===== config.mk =====
export PLATFORM = sky130hd
export DESIGN_NAME = clock_sim_core
export DESIGN_NICKNAME = d
export VERILOG_FILES = /design/src/rtl/clock_sim_core.sv
export SDC_FILE = /design/constraint.sdc
export NUM_CORES = 1
export LEC_CHECK = 0
export BUFFER_PORTS_ARGS = -buffer_cell sky130_fd_sc_hd__buf_2
export CAP_MARGIN = 10
export CORE_MARGIN = 2
export CORE_UTILIZATION = 50
export DETAILED_ROUTE_END_ITERATION = 8
export HOLD_SLACK_MARGIN = 0.15
export PLACE_DENSITY_LB_ADDON = 0.15
export RECOVER_POWER = 25
export SLEW_MARGIN = 20
export SYNTH_ARGS = -nofsm -noshare
export SYNTH_HDL_FRONTEND = slang
export SYNTH_SLANG_ARGS = --single-unit

===== constraint.sdc =====
create_clock -name clk -period 2.4 [get_ports clk]
set_input_delay 0.36 -clock clk [delete_from_list [all_inputs] [get_ports clk]]
set_output_delay 0.36 -clock clk [all_outputs]
set_load 0.02 [all_outputs]

===== src/rtl/clock_sim_core.sv =====
// clock_sim_core: MM:SS clock/timer with count-up or count-down, run/pause,
// clear, field adjust with a blinking selected field, and a multiplexed
// 4-digit active-low seven-segment driver. Single clock domain; all timing
// is derived from tick enables.
//
// Ports:
//   clk, reset        system clock, asynchronous active-low reset
//   btn_pause         debounced level, rising edge toggles run
//   btn_clear         debounced level, rising edge clears to 00:00
//   sel_adj           1 = adjust mode
//   adj_field         0 = adjust seconds, 1 = adjust minutes
//   an[3:0]           digit enables, active-low, an[3] = minutes tens
//   seg[6:0]          segments a..g (seg[6] = a), active-low
//   dp                decimal point, active-low, lit in digit-2 slot only
//   running, done     run flag, count-down expired flag
//   min_bcd, sec_bcd  current time in BCD, tens in [7:4]
module clock_sim_core #(
  parameter int CLK_HZ  = 100_000_000,
  parameter int SCAN_HZ = 1000,
  parameter int MAX_MIN = 59,
  parameter int MODE    = 0
) (
  input  logic       clk,
  input  logic       reset,
  input  logic       btn_pause,
  input  logic       btn_clear,
  input  logic       sel_adj,
  input  logic       adj_field,
  output logic [3:0] an,
  output logic [6:0] seg,
  output logic       dp,
  output logic       running,
  output logic       done,
  output logic [7:0] min_bcd,
  output logic [7:0] sec_bcd
);

  localparam int QDIV = CLK_HZ / 4;
  localparam int SDIV = CLK_HZ / SCAN_HZ;
  localparam int PW   = (QDIV > 1) ? $clog2(QDIV) : 1;
  localparam int SW   = (SDIV > 1) ? $clog2(SDIV) : 1;
  localparam logic [PW-1:0] PRE_LAST  = PW'(QDIV - 1);
  localparam logic [SW-1:0] SCAN_LAST = SW'(SDIV - 1);
  localparam logic [7:0]    MAX_BCD   = {4'(MAX_MIN / 10), 4'(MAX_MIN % 10)};

  // BCD +1 that wraps to 00 after 'last'
  function automatic logic [7:0] bcd_inc(input logic [7:0] v, input logic [7:0] last);
    if (v == last) return 8'h00;
    if (v[3:0] == 4'd9) return {v[7:4] + 4'd1, 4'd0};
    return {v[7:4], v[3:0] + 4'd1};
  endfunction

  // BCD -1 that wraps from 00 to 'last'
  function automatic logic [7:0] bcd_dec(input logic [7:0] v, input logic [7:0] last);
    if (v == 8'h00) return last;
    if (v[3:0] == 4'd0) return {v[7:4] - 4'd1, 4'd9};
    return {v[7:4], v[3:0] - 4'd1};
  endfunction

  function automatic logic [6:0] seg7(input logic [3:0] d);
    case (d)
      4'd0:    return 7'b0000001;
      4'd1:    return 7'b1001111;
      4'd2:    return 7'b0010010;
      4'd3:    return 7'b0000110;
      4'd4:    return 7'b1001100;
      4'd5:    return 7'b0100100;
      4'd6:    return 7'b0100000;
      4'd7:    return 7'b0001111;
      4'd8:    return 7'b0000000;
      4'd9:    return 7'b0000100;
      default: return 7'b1111111;
    endcase
  endfunction

  logic [1:0]    pause_sync_q, pause_sync_d, clear_sync_q, clear_sync_d;
  logic          pause_prev_q, pause_prev_d, clear_prev_q, clear_prev_d;
  logic [PW-1:0] presc_q, presc_d;
  logic [1:0]    phase_q, phase_d;
  logic          blink_q, blink_d;
  logic [SW-1:0] scan_q, scan_d;
  logic [1:0]    dig_q, dig_d;
  logic          running_q, running_d, done_q, done_d;
  logic [7:0]    min_q, min_d, sec_q, sec_d;
  logic [3:0]    an_q, an_d;
  logic [6:0]    seg_q, seg_d;
  logic          dp_q, dp_d;

  logic pause_edge, clear_edge, q_tick, sec_tick, adj_tick, time_zero, blank;
  logic [3:0] digit;

  assign pause_edge = pause_sync_q[1] & ~pause_prev_q;
  assign clear_edge = clear_sync_q[1] & ~clear_prev_q;
  assign q_tick     = (presc_q == PRE_LAST);
  assign sec_tick   = q_tick & (phase_q == 2'd3);
  assign adj_tick   = q_tick & phase_q[0];
  assign time_zero  = (min_q == 8'h00) && (sec_q == 8'h00);

  always_comb begin : in_cond
    pause_sync_d = {pause_sync_q[0], btn_pause};
    pause_prev_d = pause_sync_q[1];
    clear_sync_d = {clear_sync_q[0], btn_clear};
    clear_prev_d = clear_sync_q[1];
  end

  // Clear realigns the prescaler so the next second lands a full period later
  always_comb begin : ticks
    if (clear_edge) begin
      presc_d = '0;
      phase_d = 2'd0;
      blink_d = 1'b0;
    end else begin
      presc_d = q_tick ? '0 : presc_q + PW'(1);
      phase_d = phase_q + {1'b0, q_tick};
      blink_d = blink_q ^ q_tick;
    end
  end

  // Priority: clear, adjust, pause/second tick. A tick in the same cycle as a
  // pause edge uses the pre-toggle run flag; an expiring tick wins over pause.
  always_comb begin : time_next
    min_d     = min_q;
    sec_d     = sec_q;
    running_d = running_q;
    done_d    = done_q;
    if (clear_edge) begin
      min_d     = 8'h00;
      sec_d     = 8'h00;
      running_d = 1'b0;
      done_d    = 1'b0;
    end else if (sel_adj) begin
      if (adj_tick) begin
        if (adj_field) min_d = bcd_inc(min_q, MAX_BCD);
        else           sec_d = bcd_inc(sec_q, 8'h59);
      end
    end else begin
      if (pause_edge) begin
        running_d = (MODE == 1 && time_zero) ? 1'b0 : ~running_q;
        done_d    = 1'b0;
      end
      if (running_q && sec_tick) begin
        if (MODE == 0) begin
          sec_d = bcd_inc(sec_q, 8'h59);
          if (sec_q == 8'h59) min_d = bcd_inc(min_q, MAX_BCD);
        end else begin
          sec_d = bcd_dec(sec_q, 8'h59);
          if (sec_q == 8'h00) min_d = bcd_dec(min_q, MAX_BCD);
          if (sec_d == 8'h00 && min_d == 8'h00) begin
            running_d = 1'b0;
            done_d    = 1'b1;
          end
        end
      end
    end
  end

  always_comb begin : digit_sel
    case (dig_q)
      2'd0:    digit = sec_q[3:0];
      2'd1:    digit = sec_q[7:4];
      2'd2:    digit = min_q[3:0];
      default: digit = min_q[7:4];
    endcase
    blank = sel_adj & blink_q & (dig_q[1] == adj_field);
  end

  // Display registers load once per slot, at the slot's first cycle
  always_comb begin : display
    scan_d = (scan_q == SCAN_LAST) ? '0 : scan_q + SW'(1);
    dig_d  = dig_q + {1'b0, (scan_q == SCAN_LAST)};
    an_d   = an_q;
    seg_d  = seg_q;
    dp_d   = dp_q;
    if (scan_q == '0) begin
      an_d  = ~(4'b0001 << dig_q);
      seg_d = blank ? 7'b1111111 : seg7(digit);
      dp_d  = (dig_q != 2'd2);
    end
  end

  always_ff @(posedge clk or negedge reset) begin
    if (!reset) begin
      pause_sync_q <= 2'b00;
      pause_prev_q <= 1'b0;
      clear_sync_q <= 2'b00;
      clear_prev_q <= 1'b0;
      presc_q      <= '0;
      phase_q      <= 2'd0;
      blink_q      <= 1'b0;
      scan_q       <= '0;
      dig_q        <= 2'd0;
      running_q    <= 1'b0;
      done_q       <= 1'b0;
      min_q        <= 8'h00;
      sec_q        <= 8'h00;
      an_q         <= 4'b1111;
      seg_q        <= 7'b1111111;
      dp_q         <= 1'b1;
    end else begin
      pause_sync_q <= pause_sync_d;
      pause_prev_q <= pause_prev_d;
      clear_sync_q <= clear_sync_d;
      clear_prev_q <= clear_prev_d;
      presc_q      <= presc_d;
      phase_q      <= phase_d;
      blink_q      <= blink_d;
      scan_q       <= scan_d;
      dig_q        <= dig_d;
      running_q    <= running_d;
      done_q       <= done_d;
      min_q        <= min_d;
      sec_q        <= sec_d;
      an_q         <= an_d;
      seg_q        <= seg_d;
      dp_q         <= dp_d;
    end
  end

  assign an      = an_q;
  assign seg     = seg_q;
  assign dp      = dp_q;
  assign running = running_q;
  assign done    = done_q;
  assign min_bcd = min_q;
  assign sec_bcd = sec_q;

endmodule


==> impl_metrics.json <==
{
  "status": "finished, final reports clean",
  "p_leak_nw": 2.20,
  "rsz0062_at_grt": "true",
  "p_switching_uw": 654,
  "cap_violations": 0,
  "synth.avg_cell_area_um2": 9.94,
  "gr-total-overflow": 0,
  "cp_cell_sequence": "or4b_4, or4_4, or3_4, buf_4, a22oi_1, o2bb2ai_1",
  "async_reset_ff_share_pct": 100,
  "min_from": "clear_sync_q[0]",
  "min_path_type": "flip-flop to flip-flop",
  "die_y_um": 96.3,
  "r2r-start": "presc_q[8]",
  "seq_area_frac_synth_pct": 48.0,
  "antenna_found_initial": 0,
  "setup_ws_ps": 66.2,
  "cts_setup_buffers": 0,
  "synth_edf_count": 0,
  "internal-power_mw": 1.95,
  "yosysWarnings": 0,
  "switching_share_pct": 25.1,
  "port_buffers": 34,
  "fill_cells": 718,
  "core_area_um2": 8220,
  "p_comb_share_pct": 5.7,
  "crit_required_ps": 2650,
  "nNetsFinal": 509,
  "final_layout_size_suffix_gt1_share_pct": 22.5,
  "cts_sinks": 81,
  "drtIter0Drc": 143,
  "finalHoldViolations": 0,
  "dieArea_um2": 9270,
  "hpwlAfterDp_um": 6320,
  "grt_pass1_wl_um": 15200,
  "vias": 3267,
  "grt_pass1_vias": 3147,
  "top_layer_used": "met4",
  "pin_count": 36,
  "cts-root-buf": "clkbuf_8",
  "clk_path_buf_depth": 2,
  "fin_setup_tns_ps": 0,
  "viasPerCell": 5.50,
  "final_common_cell": "dfrtp_1",
  "ir_drop_v": 0.000287,
  "routed_wl_um": 8930,
  "cp_num_buf_inv": 1,
  "synth_flop_cell": "dfrtp_1",
  "synth_cells": 428,
  "slowest_delay_ps": 560,
  "synth_cell_types": 50,
  "wl_met1_um": 4360,
  "pre_cts_ws_ps": -3.67,
  "ant_nets": 0,
  "drt-pass1-iter-count": 4,
  "area_growth_pct": 16.5,
  "finalMaxSlewViolations": 0,
  "worstSkewPairLatency_ps": 360,
  "n_antenna_cell": 0,
  "max_clock_freq_mhz": 428,
  "synthesis.nets": 453,
  "critPathLaunch": "presc_q[8]",
  "path_class": "flip-flop to flip-flop",
  "total_power_mw": 2.60,
  "seq_power_share_pct": 54.9,
  "setup.worst_path.start_class": "flip-flop",
  "grt.total_usage_pct": 21.3,
  "dr_wl_met3_um": 334,
  "slowest_stage": "or4b_4",
  "period_minus_slack_ps": 2330,
  "worst_setup_hold_path_clk_slew_ps": 90,
  "syn_area_um2": 4260,
  "cpLargestDelayFamily": "simple AND/OR/NAND/NOR gates",
  "worstPathArrival_ps": 2580,
  "cts_inserted_buffers": 9,
  "tightest_slew_ps": 927,
  "drc": 0,
  "cts_tree": "done",
  "ys_ff_latch": 81,
  "path_max_fanout": 6,
  "setup_viol_count_final": 0,
  "initial_utilization_pct": 51.8,
  "rows": 33,
  "post-route-period-util_pct": 97.2,
  "mostFrequentLayoutCells": "dfrtp_1, nor2_1, buf_2, nand2_1, xnor2_1",
  "wl_met2_um": 4120,
  "avgRoutedWirePerCell_um": 15.0,
  "pwr_density_cell_nw_per_um2": 524,
  "finalClockSkew_ps": 10.7,
  "gp_congestion": 0.832,
  "grt_max_degree": 38,
  "clock_power_share_pct": 39.4,
  "cts_max_level": 3,
  "chipWidth_um": 96.3,
  "end_kind": "flip-flop",
  "relSlewSlack_pct": 38.2
}
==> worst reg2reg max path, stage by stage, from the launching register on <==
cell and delay [ps]:
dfrtp_1 390, or4b_4 560, or4_4 480, or3_4 370
buf_4 150, a22oi_1 190, o2bb2ai_1 90
==> path summary, 6_finish.rpt <==
kind                              endpoint  slack, ps  cells past startpoint
setup / recovery                min_bcd[3]         70                      6
hold / removal             clear_sync_q[1]        360                      0
setup reg to reg                min_bcd[3]         70                      6
hold reg to reg            clear_sync_q[1]        360                      0
max in group asynchronous      presc_q[23]        570                      3
min in group asynchronous       sec_bcd[3]        670                      2
==> area by class of cell <==
| cell class | count | area, µm² | share of cell area [%] |
|---|---|---|---|
| timing repair buffer | 62 | 388 | 7.82 |
| tap | 105 | 131 | 2.65 |
| sequential | 81 | 2040 | 41.2 |
| inverter | 16 | 60.1 | 1.21 |
| multi-input combinational | 314 | 2130 | 43.0 |
| clock buffer | 9 | 124 | 2.50 |
| clock inverter | 7 | 78.8 | 1.59 |
==> logic make-up (layout without fill, tap and decap cells) <==
group	after synthesis	count (layout)	share of synthesized area (%)
flip-flops	81	81	48.0
other	1	1	0.0881
multiplexers	8	8	3.06
buffers and inverters	33	94	3.18
XOR/XNOR	43	43	8.85
AO/OA/AOI/OAI	51	51	8.50
AND/OR/NAND/NOR	192	192	22.8
adder cells (fa/ha/maj)	19	19	5.59
==> stage by stage <==
step                hold slack, ps  utilization, %  cells  instance area [µm²]
floorplan                     64.4               -    428                 4290
CTS                            367            60.1    594                 4940
detailed placement             336            57.3    575                 4700
finish                         364            60.3    594                 4960
global route                   374            60.3    594                 4960
global placement               343            57.3    575                 4700
==> synth_stat cells, types with 4 or more instances <==
library cell / count / share of area (%)
nor3_1: 19 / 2.2
inv_1: 16 / 1.4
nand3_1: 23 / 2.7
and4_1: 5 / 1.0
a31o_2: 7 / 1.4
nor4_1: 7 / 1.0
ha_1: 19 / 5.6
xor2_1: 17 / 3.5
mux2i_1: 4 / 0.94
dfrtp_1: 70 / 41
a211oi_1: 4 / 0.71
dfstp_2: 11 / 6.8
clkbuf_1: 12 / 1.1
xnor2_1: 26 / 5.4
a21oi_1: 14 / 1.6
nor2b_1: 4 / 0.59
nand4_1: 13 / 1.9
o21ai_0: 7 / 0.82
nand2_1: 28 / 2.5
nand3b_1: 4 / 0.71
and3_1: 6 / 0.88
a31oi_1: 4 / 0.59
mux4_2: 4 / 2.1
nor2_1: 63 / 5.6
==> flip-flops by register name, indices dropped and copies added (netlist names) <==
register	cells
blink_q	1
pause_sync_q	2
clear_sync_q	2
pause_prev_q	1
sec_bcd	8
running	1
scan_q	17
phase_q	2
an	4
min_bcd	8
dig_q	2
presc_q	25
seg	7
clear_prev_q	1
==> per-layer routing <==
| layer | up-vias | track usage, % |
|---|---|---|
| met2 | 59 | 32.1 |
| met5 | - | 0 |
| met1 | 1591 | 30.8 |
| met3 | 8 | 4.07 |
| met4 | 0 | 7.26 |
| li1 | 1609 | - |
==> power groups by stage <==
stage | logic [mW] | registers (mW) | clock network (mW)
final | 0.149 | 1.43 | 1.02
after global routing | 0.173 | 1.43 | 1.13
after CTS | 0.154 | 1.43 | 1.06
after detailed placement | 0.151 | 1.46 | 0
after global placement | 0.148 | 1.45 | 0
after floorplan | 0.0692 | 1.46 | 0
==> repair_timing <==
action                     4_1_cts  5_1_grt
hold endpoints to repair        33        0
resized for setup                1        4
hold buffers                     3        0
pin swaps                        0        2
setup endpoints to repair        1       12
Power figures use the tool's default switching activity.
